<file path="src/rtl/clock_divider.sv">
// clock_divider
//
// Purpose: programmable integer clock divider. Derives a slower clock from
// the reference clock by a runtime-selectable ratio N. Even ratios give a 50%
// duty cycle. Odd ratios give a low phase one reference cycle longer than the
// high phase. When the divider is disabled, or N is 0 or 1, the reference
// clock is passed straight through.
//
// Ports:
//   i_ref_clk    - reference clock; all state updates on its rising edge
//   i_rst        - synchronous active-high reset
//   i_clk_en     - 1 = divider active, 0 = bypass
//   i_div_ratio  - division ratio N (unsigned, ratio_width bits)
//   o_div_clk    - divided (or bypassed) clock
module clock_divider #(
  parameter int ratio_width = 8
) (
  input  logic                   i_ref_clk,
  input  logic                   i_rst,
  input  logic                   i_clk_en,
  input  logic [ratio_width-1:0] i_div_ratio,
  output logic                   o_div_clk
);

  logic                   div_q, div_d;
  logic [ratio_width-1:0] cnt_q, cnt_d;
  logic [ratio_width-1:0] n_q, n_d;

  logic                   divide_mode;
  logic [ratio_width-1:0] eff_n;
  logic [ratio_width-1:0] half_len;
  logic [ratio_width-1:0] low_len;
  logic [ratio_width-1:0] phase_len;
  logic                   phase_end;

  // Divide mode only for an enabled divider with a real ratio (N >= 2).
  assign divide_mode = i_clk_en && (i_div_ratio >= ratio_width'(2));

  // The latched ratio is held at 0 by reset, so the first period after reset
  // takes its phase lengths from the live input instead.
  assign eff_n     = (n_q < ratio_width'(2)) ? i_div_ratio : n_q;
  assign half_len  = eff_n >> 1;
  // Odd ratios put the extra cycle into the low phase.
  assign low_len   = half_len + {{(ratio_width-1){1'b0}}, eff_n[0]};
  assign phase_len = div_q ? half_len : low_len;
  assign phase_end = (cnt_q == (phase_len - ratio_width'(1)));

  // Next-state logic. Bypass keeps the divider parked at the start of a low
  // phase with the current ratio latched. In divide mode the ratio is only
  // re-latched when the high phase ends, so a ratio change never shortens the
  // period in progress.
  always_comb begin
    div_d = div_q;
    cnt_d = cnt_q;
    n_d   = n_q;
    if (!divide_mode) begin
      div_d = 1'b0;
      cnt_d = '0;
      n_d   = i_div_ratio;
    end else if (phase_end) begin
      div_d = ~div_q;
      cnt_d = '0;
      if (div_q) begin
        n_d = i_div_ratio;
      end
    end else begin
      cnt_d = cnt_q + ratio_width'(1);
    end
  end

  // State registers with synchronous reset.
  always_ff @(posedge i_ref_clk) begin
    if (i_rst) begin
      div_q <= 1'b0;
      cnt_q <= '0;
      n_q   <= '0;
    end else begin
      div_q <= div_d;
      cnt_q <= cnt_d;
      n_q   <= n_d;
    end
  end

  // Combinational mode mux; a glitch at the switch instant is acceptable.
  assign o_div_clk = divide_mode ? div_q : i_ref_clk;

endmodule

</file>
<file path="config.mk">
export PLATFORM = sky130hd
export DESIGN_NAME = clock_divider
export DESIGN_NICKNAME = d
export VERILOG_FILES = /design/src/rtl/clock_divider.sv
export SDC_FILE = /design/constraint.sdc
export NUM_CORES = 1
export LEC_CHECK = 0
export CAP_MARGIN = 20
export CORE_MARGIN = 10
export CORE_UTILIZATION = 50
export CTS_CLUSTER_DIAMETER = 80
export DETAILED_ROUTE_END_ITERATION = 8
export GPL_TIMING_DRIVEN = 0
export PLACE_DENSITY_LB_ADDON = 0.08
export REMOVE_ABC_BUFFERS = 1
export SLEW_MARGIN = 5
export SYNTH_ARGS = -nofsm -noshare
export SYNTH_HDL_FRONTEND = slang
export SYNTH_SLANG_ARGS = --single-unit
</file>
<file path="constraint.sdc">
create_clock -name i_ref_clk -period 3.85 [get_ports i_ref_clk]
set_input_delay 0.385 -clock i_ref_clk [delete_from_list [all_inputs] [get_ports i_ref_clk]]
set_output_delay 0.385 -clock i_ref_clk [all_outputs]
set_load 0.01 [all_outputs]
</file>
==> flow_summary_export.csv <==
group,metric,value,unit
status,status,"finished, final reports clean",
pwr,ir_drop,0.211,mV
synth,synth.avg_cell_area,8.69,um2
timing,clock.fmax,261,MHz
synth,async_flop_share,0,%
timing,tightest_slew,850,ps
pwr,power_frac_clock,27.6,%
synth,ys_seq_area_share,22.9,%
pwr,seqPwrFrac,32.2,%
synth,synthDistinctLibCells,52,
layout,antenna_cells,0,
synth,yosys_warnings,0,
synth,ys.flop_type,"dfxtp_1",
synth,syn_inst,171,
route,routed.top_layer,"met4",
synth,yosys-top-cells-count,"19 x nand2b_1, 17 x dfxtp_1, 16 x nor2_1",
place,place.detailed.hpwl,2530,um
hold_path,hold_path_class,"flop to flop",
pwr,powerDensity,339,nW/um2
timing,rsz0062_at_grt,"yes",
setup_path,reg2reg_depth,15,
setup_path,r2r-start,"n_q[3]$_SDFFE_PP0P_",
timing,fin_ws,15.1,ps
setup_path,r2r_end,"n_q[2]$_SDFFE_PP0P_",
layout,nets,206,
timing,period_needed,3830,ps
timing,maxSlewHeadroom,42.6,%
synth,yosysMostFrequentCell,"nand2b_1",
floorplan,pin_count,12,
global_routing,globalRouteOverflowTotal,0,
floorplan,core,2810,um2
setup_path,r2r_setup_slack,20,ps
pwr,switchingPower,0.000214,W
setup_path,endpoint_kind,"flop",
route,wl_met3,171,um
timing,final_max_slew_viol_count,0,
layout,layoutNonFillerInstCount,221,
place,numPortBuffers,11,
route,wl_per_cell,16.0,um
synth,synth_area_leaders,"dfxtp_1 23%, nand2b_1 8.0%, mux2i_1 6.7%, xnor2_1 5.3%, xor2_1 4.1%",
route,wl,3550,um
route,wl_met2,1750,um
route,vias,1326,
global_routing,grt.total_usage,13.9,%
setup_path,crit_arrival,4130,ps
setup_path,crit_path_start_kind,"flop",
place,globalplace.congestion,0.785,
clocking,cts.hold.buffers_added,0,
route,post-route-drc-count,0,
floorplan,die_w,74.5,um
pwr,intPower,0.000393,W
setup_path,cp_max_fo,8,
timing,tns,0,ps
floorplan,die-area,5550,um2
timing,fin_crit_sh,99.6,%
place,dp_slack,-597,ps
route,first_pass_iters,4,
global_routing,grt_pass1_wl,5980,um
floorplan,initial_utilization,53.0,%
place,place_inst,207,
setup_path,worstSetupPathType,"flop to flop",
clocking,cts_tree,"yes",
setup_path,endpoint,"n_q[2]$_SDFFE_PP0P_",
clocking,path_clk_slew,110,ps
synth,synth_seq_cells,17,
route,wl_met1,1560,um
global_routing,grt_antenna_before_repair,0,
pwr,swShare,35.3,%
timing,fin_skew,9.55,ps
synth,synth_area,1490,um2
route,ant_nets,0,
synth,synthDominantCellAreaShare,22.9,%
route,drt_iter0_drc,133,
timing,setup_viol,0,
job,maxCapViolations,0,
floorplan,rows,19,
layout,drive_gt1_share,22.1,%
global_routing,grt_max_degree,18,
synth,synth_top_cell_by_area,"dfxtp_1",
clocking,insertion_delay,420,ps
timing,final_hold_viol_count,0,
floorplan,fp.dieH,74.5,um
layout,syn_to_final_growth,20.6,%
setup_path,crit_start,"n_q[3]$_SDFFE_PP0P_",
global_routing,grt_pass1_vias,1344,
synth,synth-edff-count,0,
pwr,leakagePower,0.634,nW
setup_path,worstPathRequired,4140,ps
route,viasPerCell,6.00,
pwr,combPwrFrac,40.1,%
## cells in the final DEF, fill, tap and decap left out, drive strengths merged, types with 6 or more instances in the layout
cell type	n
dfxtp	17
clkdlybuf4s50	11
xnor2	9
mux2i	10
clkbuf	7
inv	6
xor2	7
nand3	8
nand2b	19
nor2	16
a31oi	8
buf	7
nand2	7
## layer usage
| metal | GRT usage [%] | vias up |
|---|---|---|
| met5 | 0 | - |
| met1 | 15.3 | 626 |
| met3 | 4.52 | 9 |
| li1 | - | 668 |
| met2 | 23.7 | 23 |
| met4 | 6.30 | 0 |
## stage by stage
stage | total power [W] | instance area (um2) | util [%] | hold slack [ps]
6_report | 0.000607 | 1790 | 63.9 | 499
2_1_floorplan | 0.000357 | 1450 | - | 449
3_5_place_dp | 0.000412 | 1600 | 57.1 | 477
5_1_grt | 0.000647 | 1790 | 63.9 | 526
4_1_cts | 0.000585 | 1730 | 61.6 | 496
3_3_place_gp | 0.000406 | 1600 | 57.1 | 461
## worst min-delay path by stage
| stage | slack, ps | cells after the start | startpoint | endpoint |
|---|---|---|---|---|
| floorplan | 450 | 2 | n_q[0]$_SDFFE_PP0P_ | n_q[0]$_SDFFE_PP0P_ |
| CTS | 500 | 2 | n_q[0]$_SDFFE_PP0P_ | n_q[0]$_SDFFE_PP0P_ |
| detailed placement | 480 | 2 | n_q[0]$_SDFFE_PP0P_ | n_q[0]$_SDFFE_PP0P_ |
| global route | 530 | 2 | n_q[0]$_SDFFE_PP0P_ | n_q[0]$_SDFFE_PP0P_ |
| finish | 500 | 2 | n_q[0]$_SDFFE_PP0P_ | n_q[0]$_SDFFE_PP0P_ |
| global placement | 460 | 2 | n_q[0]$_SDFFE_PP0P_ | n_q[0]$_SDFFE_PP0P_ |
## area by class of cell
| cell class | count | area [um2] |
|---|---|---|
| multi-input cells | 142 | 1170 |
| clock buffers | 8 | 58.8 |
| well taps | 31 | 38.8 |
| flip-flops and latches | 17 | 349 |
| inverters | 6 | 22.5 |
| repair buffers | 17 | 153 |
| fillers | 255 | 1010 |
## flip-flops by register name (all words and copies together) (netlist names)
register,cells
cnt_q,8
n_q,8
div_q,1
## power by group through the flow
stage	Combinational, W	Sequential [W]	Clock [W]
finish	0.000244	0.000196	0.000168
global route	0.000267	0.000197	0.000183
CTS	0.000217	0.000196	0.000172
detailed placement	0.000192	0.000200	0.0000197
global placement	0.000187	0.000199	0.0000197
floorplan	0.000150	0.000197	0.00000921
## worst max-delay path, cell delays in order (launching register included)
cell and delay (ps):
dfxtp_4 370, nor4_4 310, and2_4 200, mux2_4 310, ha_4 180, ha_4 220
mux2i_4 190, ha_4 180, nand2_1 50, mux2_4 280, or3_1 370, a311o_1 360
nand2_2 90, and3_4 220, a31oi_4 190, mux2i_1 190
## kinds of logic after synthesis
logic type	share of synthesized area (%)
mux	9.01
xor+xnor	10.9
buf+inv	3.79
simple gates	30.3
compound gates	19.7
flops	22.9
fa+ha+maj	3.37
## repair_timing
action                                  CTS  global route
endpoints found under the setup margin   17            17
pin swaps                                 6             9
resized for setup                        13             7
setup buffers                             4             3
(Power assumes the default switching activity.)
